[config.mk]
export PLATFORM = sky130hd
export DESIGN_NAME = bb_arbiter
export DESIGN_NICKNAME = d
export VERILOG_FILES = /design/src/rtl/bb_arbiter.sv
export SDC_FILE = /design/constraint.sdc
export NUM_CORES = 1
export LEC_CHECK = 0
export CORE_MARGIN = 3
export CORE_UTILIZATION = 36
export CTS_CLUSTER_DIAMETER = 120
export DETAILED_ROUTE_END_ITERATION = 12
export MAX_ROUTING_LAYER = met4
export PLACE_DENSITY = 0.8
export SYNTH_ARGS = -nofsm -noshare
export SYNTH_HDL_FRONTEND = slang
export SYNTH_SLANG_ARGS = --single-unit
[constraint.sdc]
create_clock -name clk -period 3.2 [get_ports clk]
set_clock_uncertainty 0.1 [all_clocks]
set_input_delay 0.64 -clock clk [delete_from_list [all_inputs] [get_ports clk]]
set_output_delay 0.64 -clock clk [all_outputs]
set_load 0.01 [all_outputs]
[src/rtl/bb_arbiter.sv]
// bb_arbiter: shares one BB black-box datapath between NUM_REQ requesters.
//
// A round-robin arbiter grants one requester at a time. The granted operand is
// registered onto io_bb_input and held for LATENCY cycles. The BB output is then
// captured and returned on a valid/ready response port, tagged with the requester
// index. Only one operation is in flight at a time.
//
// Ports:
//   clk            clock, all state on rising edge
//   reset          asynchronous, active-high reset
//   io_req_valid   per-requester request valid
//   io_req_ready   per-requester grant (at most one bit set, only in idle)
//   io_req_data    operands, requester i at [i*DATA_W +: DATA_W]
//   io_resp_valid  result available
//   io_resp_ready  consumer accepts result
//   io_resp_data   captured BB output
//   io_resp_id     index of the requester owning io_resp_data
//   io_bb_input    registered operand driving the BB input
//   io_bb_output   BB output
//   io_busy        high whenever an operation is in progress
module bb_arbiter #(
    parameter int unsigned NUM_REQ = 4,
    parameter int unsigned DATA_W  = 32,
    parameter int unsigned LATENCY = 2,
    parameter int unsigned ID_W    = (NUM_REQ > 1) ? $clog2(NUM_REQ) : 1
) (
    input  logic                      clk,
    input  logic                      reset,
    input  logic [NUM_REQ-1:0]        io_req_valid,
    output logic [NUM_REQ-1:0]        io_req_ready,
    input  logic [NUM_REQ*DATA_W-1:0] io_req_data,
    output logic                      io_resp_valid,
    input  logic                      io_resp_ready,
    output logic [DATA_W-1:0]         io_resp_data,
    output logic [ID_W-1:0]           io_resp_id,
    output logic [DATA_W-1:0]         io_bb_input,
    input  logic [DATA_W-1:0]         io_bb_output,
    output logic                      io_busy
);

    localparam int unsigned CNT_W = (LATENCY > 1) ? $clog2(LATENCY) : 1;

    typedef enum logic [1:0] {
        StIdle,
        StWait,
        StResp
    } state_e;

    state_e            state_q, state_d;
    logic [ID_W-1:0]   rr_ptr_q, rr_ptr_d;
    logic [ID_W-1:0]   resp_id_q, resp_id_d;
    logic [CNT_W-1:0]  cnt_q, cnt_d;
    logic [DATA_W-1:0] bb_input_q, bb_input_d;
    logic [DATA_W-1:0] resp_data_q, resp_data_d;

    logic              grant_found;
    logic [ID_W-1:0]   grant_id;
    logic [ID_W-1:0]   next_ptr;
    logic              accept;

    // Round-robin search: first valid index at or above rr_ptr, wrapping to 0.
    always_comb begin
        int unsigned idx;
        int unsigned nxt;
        grant_found = 1'b0;
        grant_id    = '0;
        idx         = 0;
        for (int unsigned i = 0; i < NUM_REQ; i++) begin
            idx = 32'(rr_ptr_q) + i;
            if (idx >= NUM_REQ) begin
                idx = idx - NUM_REQ;
            end
            if (!grant_found && io_req_valid[idx]) begin
                grant_found = 1'b1;
                grant_id    = ID_W'(idx);
            end
        end
        nxt = 32'(grant_id) + 1;
        if (nxt >= NUM_REQ) begin
            nxt = 0;
        end
        next_ptr = ID_W'(nxt);
    end

    // Reset gates the grant so that the ready bits read 0 while reset is held,
    // even though the state register already reads idle.
    assign accept = (state_q == StIdle) && grant_found && !reset;

    always_comb begin
        io_req_ready = '0;
        if (accept) begin
            io_req_ready[grant_id] = 1'b1;
        end
    end

    always_comb begin
        state_d     = state_q;
        rr_ptr_d    = rr_ptr_q;
        resp_id_d   = resp_id_q;
        cnt_d       = cnt_q;
        bb_input_d  = bb_input_q;
        resp_data_d = resp_data_q;
        unique case (state_q)
            StIdle: begin
                if (accept) begin
                    bb_input_d = io_req_data[grant_id*DATA_W +: DATA_W];
                    resp_id_d  = grant_id;
                    rr_ptr_d   = next_ptr;
                    cnt_d      = CNT_W'(LATENCY - 1);
                    state_d    = StWait;
                end
            end
            StWait: begin
                // Operand has been stable since the accept edge; sample once the
                // counter has run down.
                if (cnt_q == '0) begin
                    resp_data_d = io_bb_output;
                    state_d     = StResp;
                end else begin
                    cnt_d = cnt_q - 1'b1;
                end
            end
            StResp: begin
                if (io_resp_ready) begin
                    state_d = StIdle;
                end
            end
            default: begin
                state_d = StIdle;
            end
        endcase
    end

    always_ff @(posedge clk or posedge reset) begin
        if (reset) begin
            state_q     <= StIdle;
            rr_ptr_q    <= '0;
            resp_id_q   <= '0;
            cnt_q       <= '0;
            bb_input_q  <= '0;
            resp_data_q <= '0;
        end else begin
            state_q     <= state_d;
            rr_ptr_q    <= rr_ptr_d;
            resp_id_q   <= resp_id_d;
            cnt_q       <= cnt_d;
            bb_input_q  <= bb_input_d;
            resp_data_q <= resp_data_d;
        end
    end

    assign io_resp_valid = (state_q == StResp);
    assign io_busy       = (state_q != StIdle);
    assign io_resp_data  = resp_data_q;
    assign io_resp_id    = resp_id_q;
    assign io_bb_input   = bb_input_q;

endmodule
==> flow_summary.json, run 1 <==
{
  "p_per_area_nw_per_um2": 814.8,
  "drtPass1Iterations": 4,
  "layout-drive-gt1-share_pct": 13.14,
  "dieArea_um2": 11320,
  "routed_via_density": 4.952,
  "h-tree-depth": 3,
  "drc": 0,
  "startpoint_type": "primary input",
  "ys.flop_type": "dfrtp_1",
  "min_path_cells": 1,
  "clockRootBuffer": "clkbuf_8",
  "finalPower_mw": 5.169,
  "grt-busiest-layer": "met2",
  "groute.usage.overall_pct": 21.32,
  "clk_latency_ns": 0.34,
  "grt_util_met3_pct": 5.343,
  "finalSetupViolCount": 0,
  "cts_buffers": 9,
  "ys_seq_area_share_pct": 48.97,
  "fin_crit_sh_pct": 95.09,
  "tns_ns": 0,
  "rsz0062_at_grt": "false",
  "synth_area_um2": 3628,
  "stdcell_count": 681,
  "routed_wl_um": 11950,
  "met2_usage_pct": 38.19,
  "yosysTopAreaCell": "dfrtp_1",
  "grt_pass1_wl_um": 18470,
  "run_status": "finished, final reports clean",
  "diodes": 0,
  "cts_tree": "yes",
  "synth_cell_types": 29,
  "initial_utilization_pct": 37.12,
  "holdBufCountCts": 0,
  "synth_top_cell_area_share_pct": 48.97,
  "cts_sinks": 71,
  "hold_violations": 0,
  "tightest_slew_ns": 0.8179,
  "drv_slew": 0,
  "cpMostUsedCell": "dlygate4sd2_1",
  "reg2reg_depth": 8,
  "grt_start_max_net_pins": 51,
  "arrival_ns": 2.30,
  "syn-instance-count": 299,
  "place_inst": 662,
  "synthesis.nets": 470,
  "hp-class": "flop to flop",
  "ant_nets": 0,
  "antenna_found_initial": 0,
  "io_buffers": 238,
  "crit_path_max_incr_delay_ns": 0.36,
  "cp_max_fo": 6,
  "timing_worst_setup_path_type": "primary input to output port",
  "endpoint_kind": "output port",
  "clockBufferDepth": 2,
  "fmax_mhz": 328.6,
  "finalWeightedCongestion": 0.8102,
  "async_flop_share_pct": 100.0,
  "dp_hpwl_um": 9410,
  "synth_commonest_cells": "dfrtp_1 (71), mux2i_1 (64), nand2_1 (43)",
  "syn2layout_area_growth_pct": 74.83,
  "dr.first_iter.drc_count": 132,
  "period_needed_ns": 3.043,
  "maxCapViolCount": 0,
  "slew-limit-headroom_pct": 45.47,
  "overflow": 0,
  "die_h_um": 106.4,
  "clk_pin_slew_worst_paths_ns": 0.07,
  "power.leakage_nw": 2.830,
  "yosys_warnings": 0,
  "yosysMostFrequentCell": "dfrtp_1",
  "crit_chain": "dlygate4sd2_1 > inv_2 > a2111oi_2 > or2_4 > buf_4 > inv_4 > ha_1 > and2_1 > dlygate4sd2_1",
  "ir_worst_vdd_mv": 0.4478,
  "fill_cells": 800,
  "slowest_stage": "a2111oi_2",
  "grt_pass1_vias": 3665,
  "syn_area_per_cell_um2": 12.14,
  "nets": 714,
  "synth_edf_count": 0,
  "cp_data_required_time_ns": 2.46,
  "vias": 3372,
  "die_w_um": 106.4,
  "grtUsageMet1_pct": 23.28,
  "synthTopCellsByArea": "dfrtp_1 (49%), mux2i_1 (18%), mux2_2 (9.9%)",
  "core_area_um2": 9774,
  "fp-row-count": 36,
  "synth.ff_latch_count": 71,
  "routedWlPerCell_um": 17.54,
  "num_io_pins": 239
}
[sequential cells by signal, indices dropped and copies added (netlist names)]
register      cells
io_bb_input      32
io_resp_data     32
io_resp_id        2
rr_ptr_q          2
state_q           2
cnt_q             1
[worst max-delay path, delay by kind of cell]
family | cells | cell delay, ns
fa+ha+maj | 1 | 0.18
compound gates | 1 | 0.36
simple gates | 2 | 0.33
buf+inv | 5 | 0.79
[stage by stage]
| step | hold slack (ns) | setup WS [ns] | utilization [%] | area, µm² |
|---|---|---|---|---|
| floorplan | 0.3188 | 0.5493 | - | 3628 |
| global placement | 0.3373 | -0.1716 | 62.62 | 6121 |
| detailed placement | 0.3598 | -0.2318 | 62.62 | 6121 |
| CTS | 0.3758 | 0.001143 | 64.77 | 6331 |
| global route | 0.4058 | 0.08606 | 64.90 | 6344 |
| finish | 0.3646 | 0.1571 | 64.90 | 6344 |
[layout by cell type (no fill, tap or decap), types with 2 or more instances in the layout]
cell / instances
clkdlybuf4s50_1: 230
dfrtp_1: 71
mux2i_1: 64
nand2_1: 43
mux2_2: 32
o221ai_1: 32
buf_4: 14
clkbuf_8: 9
dlygate4sd2_1: 6
and2_1: 4
ha_1: 4
nor2_1: 3
inv_1: 3
a21oi_1: 3
inv_2: 3
or3_1: 2
clkinv_2: 2
clkinvlp_4: 2
dlymetal6s2s_1: 2
[cells by family (layout without fill, tap and decap cells)]
group,Yosys count,after routing,share of synthesized area [%]
flops,71,71,48.97
mux,96,96,27.59
simple gates,60,60,7.310
compound gates,41,41,9.517
buf+inv,27,276,5.242
fa+ha+maj,4,4,1.379
[path summary, 6_finish.rpt]
kind | start | to | slack (ns)
max | io_req_valid[1] | io_req_ready[0] | 0.16
min | state_q[1] | state_q[0] | 0.36
max reg2reg | rr_ptr_q[0] | io_bb_input[10] | 0.66
min reg2reg | state_q[1] | state_q[0] | 0.36
max in group asynchronous | reset | io_bb_input[27] | 1.66
min in group asynchronous | reset | io_resp_data[21] | 0.66
[where the power goes]
part           leakage (nW)  internal, mW  switching [mW]
clock                0.0956         0.361           0.360
combinational          1.88          1.64            1.22
sequential            0.855          1.35           0.246
[cell type report]
class | instances | area, µm² | share of cell area (%)
Timing Repair Buffer | 253 | 2505 | 39.49
Inverter | 7 | 28.78 | 0.4536
Sequential cell | 71 | 1777 | 28.01
Multi-Input combinational cell | 201 | 1670 | 26.33
Tap cell | 133 | 166.4 | 2.623
Clock buffer | 9 | 123.9 | 1.953
Clock inverter | 7 | 72.57 | 1.144
[routing by layer]
layer	part of all wire [%]	up-vias
li1	-	1589
met3	7.1	14
met4	1.4	0
met1	39	1630
met5	0	-
met2	53	139
[repair_timing]
action	4_1_cts	5_1_grt
resized for setup	7	2
buffers inserted	2	1
pin swaps	2	2
setup endpoints to repair	4	2
hold endpoints to repair	0	0
Note: power is estimated with default switching activity, not from simulation.
==> inputs of run 2 (changes only) <==
--- a/config.mk
+++ b/config.mk
@@ -9,7 +9,6 @@
 export CORE_UTILIZATION = 36
 export CTS_CLUSTER_DIAMETER = 120
 export DETAILED_ROUTE_END_ITERATION = 12
-export MAX_ROUTING_LAYER = met4
 export PLACE_DENSITY = 0.8
 export SYNTH_ARGS = -nofsm -noshare
 export SYNTH_HDL_FRONTEND = slang
==> flow_summary.json, run 2 (synthesis results as in run 1) <==
{
  "period_needed_ns": 3.043,
  "ir_worst_vdd_mv": 0.4490,
  "dp_hpwl_um": 9410,
  "num_io_pins": 239,
  "diodes": 0,
  "drc": 0,
  "clk_latency_ns": 0.33,
  "cp.depth": 9,
  "drv_slew": 0,
  "crit_start": "io_req_valid[1]",
  "cp_max_fo": 6,
  "clk_pin_slew_worst_paths_ns": 0.07,
  "run_status": "finished, final reports clean",
  "finalSetupViolCount": 0,
  "cts_buffers": 9,
  "cts_tree": "yes",
  "io_buffers": 238,
  "fmax_mhz": 328.6,
  "clockBufferDepth": 2,
  "place_inst": 662,
  "r2r_start": "rr_ptr_q[0]",
  "maxCapViolCount": 0,
  "routed.top_layer": "met4",
  "nets": 714,
  "fill_cells": 800,
  "p_per_area_nw_per_um2": 815.3,
  "crit_end": "io_req_ready[0]",
  "reg2reg_depth": 8,
  "crit_family": "buffers and inverters",
  "layout-drive-gt1-share_pct": 13.14,
  "routedWlPerCell_um": 17.62,
  "antenna_found_initial": 0,
  "tightest_slew_ns": 0.8164,
  "cp_data_required_time_ns": 2.46,
  "syn2layout_area_growth_pct": 74.83,
  "cp_num_buf_inv": 5,
  "core_area_um2": 9774,
  "slew-limit-headroom_pct": 45.58,
  "slowest_stage": "a2111oi_2",
  "startpoint_type": "primary input",
  "ant_nets": 0,
  "grt_pass1_wl_um": 18450,
  "groute.usage.overall_pct": 20.73,
  "hold_violations": 0,
  "overflow": 0,
  "die_h_um": 106.4,
  "final_cell_mix": "clkdlybuf4s50_1 (230), dfrtp_1 (71), mux2i_1 (64)",
  "grt_start_max_net_pins": 51,
  "dieArea_um2": 11320,
  "place_ws_ns": -0.2318,
  "clockRootBuffer": "clkbuf_8",
  "hp-class": "flop to flop",
  "routed_wl_um": 12000,
  "die_w_um": 106.4,
  "met3WireLength_um": 1009,
  "setup_ws_ns": 0.1570,
  "rsz0062_at_grt": "false",
  "rrSetupSlack_ns": 0.66,
  "r2r_end": "io_bb_input[10]",
  "wl_met2_um": 6277,
  "holdBufCountCts": 0,
  "crit_chain": "dlygate4sd2_1 > inv_2 > a2111oi_2 > or2_4 > buf_4 > inv_4 > ha_1 > and2_1 > dlygate4sd2_1",
  "endpoint_kind": "output port",
  "cpMostUsedCell": "dlygate4sd2_1",
  "drtPass1Iterations": 4,
  "cts_sinks": 71,
  "wl_met1_um": 4513,
  "mostFrequentLayoutCell": "clkdlybuf4s50_1",
  "crit_path_max_incr_delay_ns": 0.36,
  "h-tree-depth": 3,
  "vias": 3400,
  "stdcell_count": 681,
  "grt_pass1_vias": 3664,
  "fin_crit_sh_pct": 95.09,
  "finalPower_mw": 5.172,
  "timing_worst_setup_path_type": "primary input to output port",
  "tns_ns": 0,
  "initial_utilization_pct": 37.12,
  "power.leakage_nw": 2.830,
  "fp-row-count": 36,
  "arrival_ns": 2.30,
  "dr.first_iter.drc_count": 132,
  "routed_via_density": 4.993,
  "finalWeightedCongestion": 0.7988
}
run 2: cell counts in the layout (fill, tap and decap cells not counted):
No cell type changed its count.
run 2: report_power, final:
group	switching, mW	total [mW]	internal, mW
registers	0.245	1.59	1.35
logic	1.22	2.86	1.64
clock network	0.361	0.722	0.361
total	1.83	5.17	3.35
run 2: how the worst min path moves through the flow:
| stage | depth (start not counted) | to | from |
|---|---|---|---|
| 2_1_floorplan | 1 | state_q[0] | state_q[1] |
| 3_3_place_gp | 1 | state_q[0] | state_q[1] |
| 3_5_place_dp | 1 | state_q[0] | state_q[1] |
| 4_1_cts | 1 | state_q[0] | state_q[1] |
| 5_1_grt | 1 | state_q[0] | state_q[1] |
| 6_report | 1 | state_q[0] | state_q[1] |
run 2: stage by stage:
stage                     hold slack (ns)  cell area (µm²)  utilization, %
final                              0.3646             6344           64.90
after floorplan                    0.3188             3628               -
after detailed placement           0.3598             6121           62.62
after CTS                          0.3758             6331           64.77
after global placement             0.3373             6121           62.62
after global routing               0.4058             6344           64.90
run 2: final cells by class:
class	instances	area, µm²	share of cell area (%)
flip-flops and latches	71	1777	28.01
clock buffers	9	123.9	1.953
multi-input cells	201	1670	26.33
repair buffers	253	2505	39.49
well taps	133	166.4	2.623
clock inverters	7	72.57	1.144
inverters	7	28.78	0.4536
run 2: layer usage:
metal / up-vias / global-route usage [%]
li1: 1590 / -
met1: 1642 / 22.47
met2: 150 / 38.05
met3: 18 / 6.557
met4: 0 / 6.753
met5: - / 0
run 2: timing repair:
action	in CTS	in global routing
resized for setup	7	2
setup buffers	2	1
endpoints found under the setup margin	4	2
pin swaps	2	2
run 2: worst register-to-register path, cell delays in order (launching register included):
cell and delay, ns:
dfrtp_1 0.40, and2b_1 0.24, a2111oi_2 0.06, or2_4 0.27, buf_4 0.15, inv_4 0.06
buf_4 0.63, mux2i_1 0.35, o221ai_1 0.15
==> patch 1 (config.mk and constraints of run 1) <==
`resp_data_q` no longer has a reset.
--- a/src/rtl/bb_arbiter.sv
+++ b/src/rtl/bb_arbiter.sv
@@ -139,5 +139,4 @@
             cnt_q       <= '0;
             bb_input_q  <= '0;
-            resp_data_q <= '0;
         end else begin
             state_q     <= state_d;
@@ -146,6 +145,9 @@
             cnt_q       <= cnt_d;
             bb_input_q  <= bb_input_d;
-            resp_data_q <= resp_data_d;
         end
+    end
+
+    always_ff @(posedge clk) begin
+        resp_data_q <= resp_data_d;
     end
 
Behaviour: differs if reset is asserted again (counterexample within 4 cycles, from zero or initial values and one cycle with reset high); with reset held inactive, the same outputs for 4 cycles.
==> patch 1 against run 1 <==
- area after synthesis is 3.0% higher
- global-route usage is 1.9 points higher
- core utilization hardly changed
- power is 14% lower
- combinational power is 20% lower
- wire length is 9.8% higher
- first-iteration DRC count is 5.3% lower
- count of clock-buffer cells in the layout is 1 higher
- setup slack worse by 0.055 ns
- sequential cell count stayed put
- final area is 1.9% higher
- clock power is 3.3% lower
- non-clock buffer count is 6 higher
- critical endpoint is now io_req_ready[2]
- largest cell class unchanged
- largest power group unchanged
- highest routed layer unchanged
==> patch 1: results (changes against run 1) <==
post-synthesis async set-or-reset flop share=54.9% (-45 points); vias in the first global route=3,823 (+4.3%); Comb pwr share=50.8% (-4.4 points); placed cell areas=6280 um^2 (+2.6%); EDFF count, synth=32 (+32); Leak=2.58 nW (-8.9%); peak supply drop=0.000281 V (-37%); Synth Warn #=0 (unchanged); wl on met1=4790 um (+3.0%); Synth Flop Type=dfrtp_1; met2 wire length=6710 um (+6.9%); Total Nets Final=752 (+5.3%); slowest stage delay, CP=0.51 ns (+0.15 ns); status=finished clean; worst min-delay path class=flip-flop to flip-flop; synthesis-to-finish area growth=72.8%; DR WL met3=1280 um (+51%); met1 GRT Util=26.3% (+3.0 points); gr usage total=23.2% (+1.9 points); DR pass1 iterations=5 (+1); layout cells sized above 1=8.19% (-4.9 points); post_cts resized=5 (-2); Tightest Pin Transition=0.856 ns (+0.0381 ns); postcts setup bufs=0 (-2); register area share after synthesis=51.8% (+2.8 points); Post-synth top cells=dfrtp_1, nand2_1, a21o_1; hpwl dp=10,200 um (+8.3%); Worst Path Arrival=2.36 ns (+0.06 ns); post-synth cell types=35 (+21%); DR vias/cell=5.15 (+4.0%); maximum fanout along the worst path=4 (-2); synthesized net count=509 (+8.3%); CTS H-tree depth=3 (unchanged); Avg WL per Cell=18.2 um (+4.0%); top cells by area, synth=dfrtp_1, edfxtp_1, mux2i_1; pre-CTS setup slack=-0.125 ns (+0.107 ns); met3 Resource Use GR=5.76% (+0.42 points); first-pass GRT wire length=20,200 um (+9.5%); pin count of the biggest net entering global routing=40 (-22%); met2 Use GR=39.9% (+1.7 points); Detailed Route Iter0 Violations=125 (-5.3%); routability congestion estimate=0.839 (+3.6%); CTS clk-pin slew, worst paths=0.08 ns; clock group share of total power=15.6% (+1.6 points); Critical-path top delay cell=clkdlybuf4s50_1; Clk Latency, worst-skew pair=~0.33 ns; switching pwr=1.61 mW (-12%)
-- patch 1: cell count changes in the layout (fill, tap and decap cells not counted), moves of 4 or more --
cell and delta:
mux2_2 -32, edfxtp_1 +32, o221ai_1 -32, nand2_1 -4, mux2i_1 -32, o211ai_1 +32, a21o_1 +34, o21ai_0 +31
nand3_1 +32, buf_4 +6, dfrtp_1 -32
-- patch 1: final cells by class --
cell class	instances	area [um^2]
Timing Repair Buffer	259	2550
Inverter	6	27.5
Fill cell	820	3490
Clock inverter	6	62.6
Sequential cell	71	1940
Tap cell	133	166
Multi-Input combinational cell	234	1590
Clock buffer	10	128
-- patch 1: path summary, 6_finish.rpt --
path                                         to  slack [ns]            start  cells past startpoint
worst max-delay path            io_req_ready[2]        0.10  io_req_valid[1]                      8
worst min-delay path              io_resp_id[1]        0.40    io_resp_id[1]                      1
worst max register to register  io_bb_input[16]        0.99      rr_ptr_q[1]                      7
worst min register to register    io_resp_id[1]        0.40    io_resp_id[1]                      1
max in group asynchronous       io_bb_input[29]        1.62            reset                      2
min in group asynchronous        io_bb_input[1]        0.84            reset                      2
-- patch 1: logic make-up after synthesis --
| logic type | share of synthesized area [%] |
|---|---|
| AOI/OAI and AO/OA | 20.7 |
| and+or+nand+nor | 11.3 |
| adders and majority gates | 1.34 |
| DFF | 51.8 |
| buffers and inverters | 5.62 |
| muxes | 9.17 |
-- patch 1: stage by stage --
stage / cells / power (mW) / hold slack [ns] / TNS (ns)
6_report: 719 / 4.46 / 0.403 / 0
4_1_cts: 719 / 4.51 / 0.412 / 0
5_1_grt: 719 / 4.75 / 0.427 / 0
3_3_place_gp: 703 / 3.75 / 0.379 / -0.156
3_5_place_dp: 703 / 3.81 / 0.388 / -0.446
2_1_floorplan: 338 / 2.69 / 0.368 / 0
==> patch 2 (config.mk and constraints of run 1) <==
Made on the original files. Set the parameter `LATENCY` to 1 (it was 2).
--- a/src/rtl/bb_arbiter.sv
+++ b/src/rtl/bb_arbiter.sv
@@ -22,5 +22,5 @@
     parameter int unsigned NUM_REQ = 4,
     parameter int unsigned DATA_W  = 32,
-    parameter int unsigned LATENCY = 2,
+    parameter int unsigned LATENCY = 1,
     parameter int unsigned ID_W    = (NUM_REQ > 1) ? $clog2(NUM_REQ) : 1
 ) (
Check against the original RTL: not equivalent (Yosys sat finds a counterexample within 4 cycles, from zero or initial values and one cycle with reset high).
==> patch 2 against run 1 <==
- die area fell by 0.84%
- wire length fell by 2.1%
- sequential cell count down 1
- largest cell class unchanged
- largest power group unchanged
- final area is 0.47% lower
- setup slack worse by 0.012 ns
- highest routed layer unchanged
- combinational power fell by 7.0%
- power is 2.8% lower
- final cell count decreased by 1.5%
- area after synthesis is 0.90% lower
==> patch 2: results (changes against run 1) <==
post-synth cell types=28 (-3.4%); top cells by area, synth=dfrtp_1, mux2i_1, mux2_2; # fillers=745 (-6.9%); register area share after synthesis=48.7% (-0.25 points); Tightest Pin Transition=0.708 ns (-0.110 ns); Post-synth top cells=dfrtp_1, mux2i_1, nand2_1; first-pass GRT wire length=18,300 um (-1.2%); synthesized net count=465 (-1.1%); hpwl dp=9240 um (-1.8%); Worst Path Arrival=2.32 ns (+0.02 ns); CP Launch Point=io_req_valid[2]; CP top delay family=buffers and inverters; pin count of the biggest net entering global routing=49 (-3.9%); Total Nets Final=708 (-0.84%); Setup crit end=io_req_ready[1]; drc violations=0 (unchanged); Leak=2.72 nW (-3.9%); DR vias/cell=4.96 (+0.11%); post-synthesis async set-or-reset flop share=100% (unchanged); Detailed Route Iter0 Violations=127 (-3.8%); Synth Flop Type=dfrtp_1; Critical-path top delay cell=clkdlybuf4s50_1; peak supply drop=0.000454 V (+1.4%); hold slack=0.390 ns (+0.0249 ns); gr usage total=21.1% (-0.20 points); Int Pwr=3.31 mW (-0.97%); Reg-to-Reg End=io_bb_input[16]; status=finished clean; routability congestion estimate=0.773 (-4.6%); maximum fanout along the worst path=3 (-3); slowest stage delay, CP=0.48 ns (+0.12 ns); vias in the first global route=3,601 (-1.7%); R2R Path Start=rr_ptr_q[1]; layout cells sized above 1=13.1% (-0.039 points)
-- patch 2: cell types whose count changed after synthesis, sizes merged, moves of 2 or more --
cell           run 1  this run
buf               11        15
clkbuf             9         7
nand2             43        40
nand2b             1         4
nor2               4         1
o21ai              2         4
or3                2         0
-- patch 2: worst min path at each step --
stage | to | start | depth (start not counted)
finish | io_resp_id[0] | io_resp_id[0] | 2
floorplan | io_resp_id[0] | io_resp_id[0] | 2
detailed placement | io_resp_id[0] | io_resp_id[0] | 2
global route | io_bb_input[28] | io_bb_input[28] | 2
global placement | io_resp_id[0] | io_resp_id[0] | 2
CTS | io_resp_id[0] | io_resp_id[0] | 2
-- patch 2: through the flow --
step	std cells	setup slack, ns	TNS, ns	cell area (um^2)
2_1_floorplan	294	0.634	0	3600
3_3_place_gp	651	-0.134	-0.514	6060
3_5_place_dp	651	-0.178	-0.686	6060
4_1_cts	669	0.0771	0	6300
5_1_grt	671	0.0315	0	6310
6_report	671	0.145	0	6310
-- patch 2: final cells by class --
cell class              count  area [um^2]  area share [%]
well taps                 129          161            2.56
clock buffers               9          124            1.96
flip-flops and latches     70         1750            27.7
multi-input cells         195         1640            25.9
repair buffers            254         2510            39.7
clock inverters             7          103            1.63
inverters                   7         27.5           0.436
-- patch 2: power groups by stage --
stage | clock network (mW) | registers (mW) | logic [mW]
after floorplan | 0 | 1.75 | 1.18
after global placement | 0 | 1.54 | 2.60
after detailed placement | 0 | 1.57 | 2.66
after CTS | 0.838 | 1.56 | 2.68
after global routing | 0.876 | 1.61 | 2.85
final | 0.813 | 1.56 | 2.65
-- patch 2: what timing repair did --
action / in CTS / in global routing
cloned: 0 / 0
resized for setup: 4 / 3
setup endpoints to repair: 4 / 2
setup buffers: 2 / 2
pin swaps: 1 / 1
-- patch 2: worst register-to-register path, delay by kind of cell (launching register included) --
family	cells	cell delay, ns
flip-flops	1	0.47
AO/OA/AOI/OAI	4	0.70
multiplexers	1	0.34
buffers and inverters	1	0.56
-- patch 2: routing by layer --
metal / wire (um) / share of wire [%] / vias up / global-route usage [%]
met3: 740 / 6.3 / 20 / 5.10
met5: 0 / 0 / - / -
met2: 6380 / 55 / 130 / 37.8
met4: 201 / 1.7 / 0 / 6.57
met1: 4370 / 37 / 1615 / 23.2
li1: - / - / 1561 / -
-- patch 2: cells by family after synthesis --
kind of cell	share of synthesized area [%]
adders and majority gates	1.39
and+or+nand+nor	6.02
muxes	27.8
buffers and inverters	6.02
DFF	48.7
AOI/OAI and AO/OA	10.0
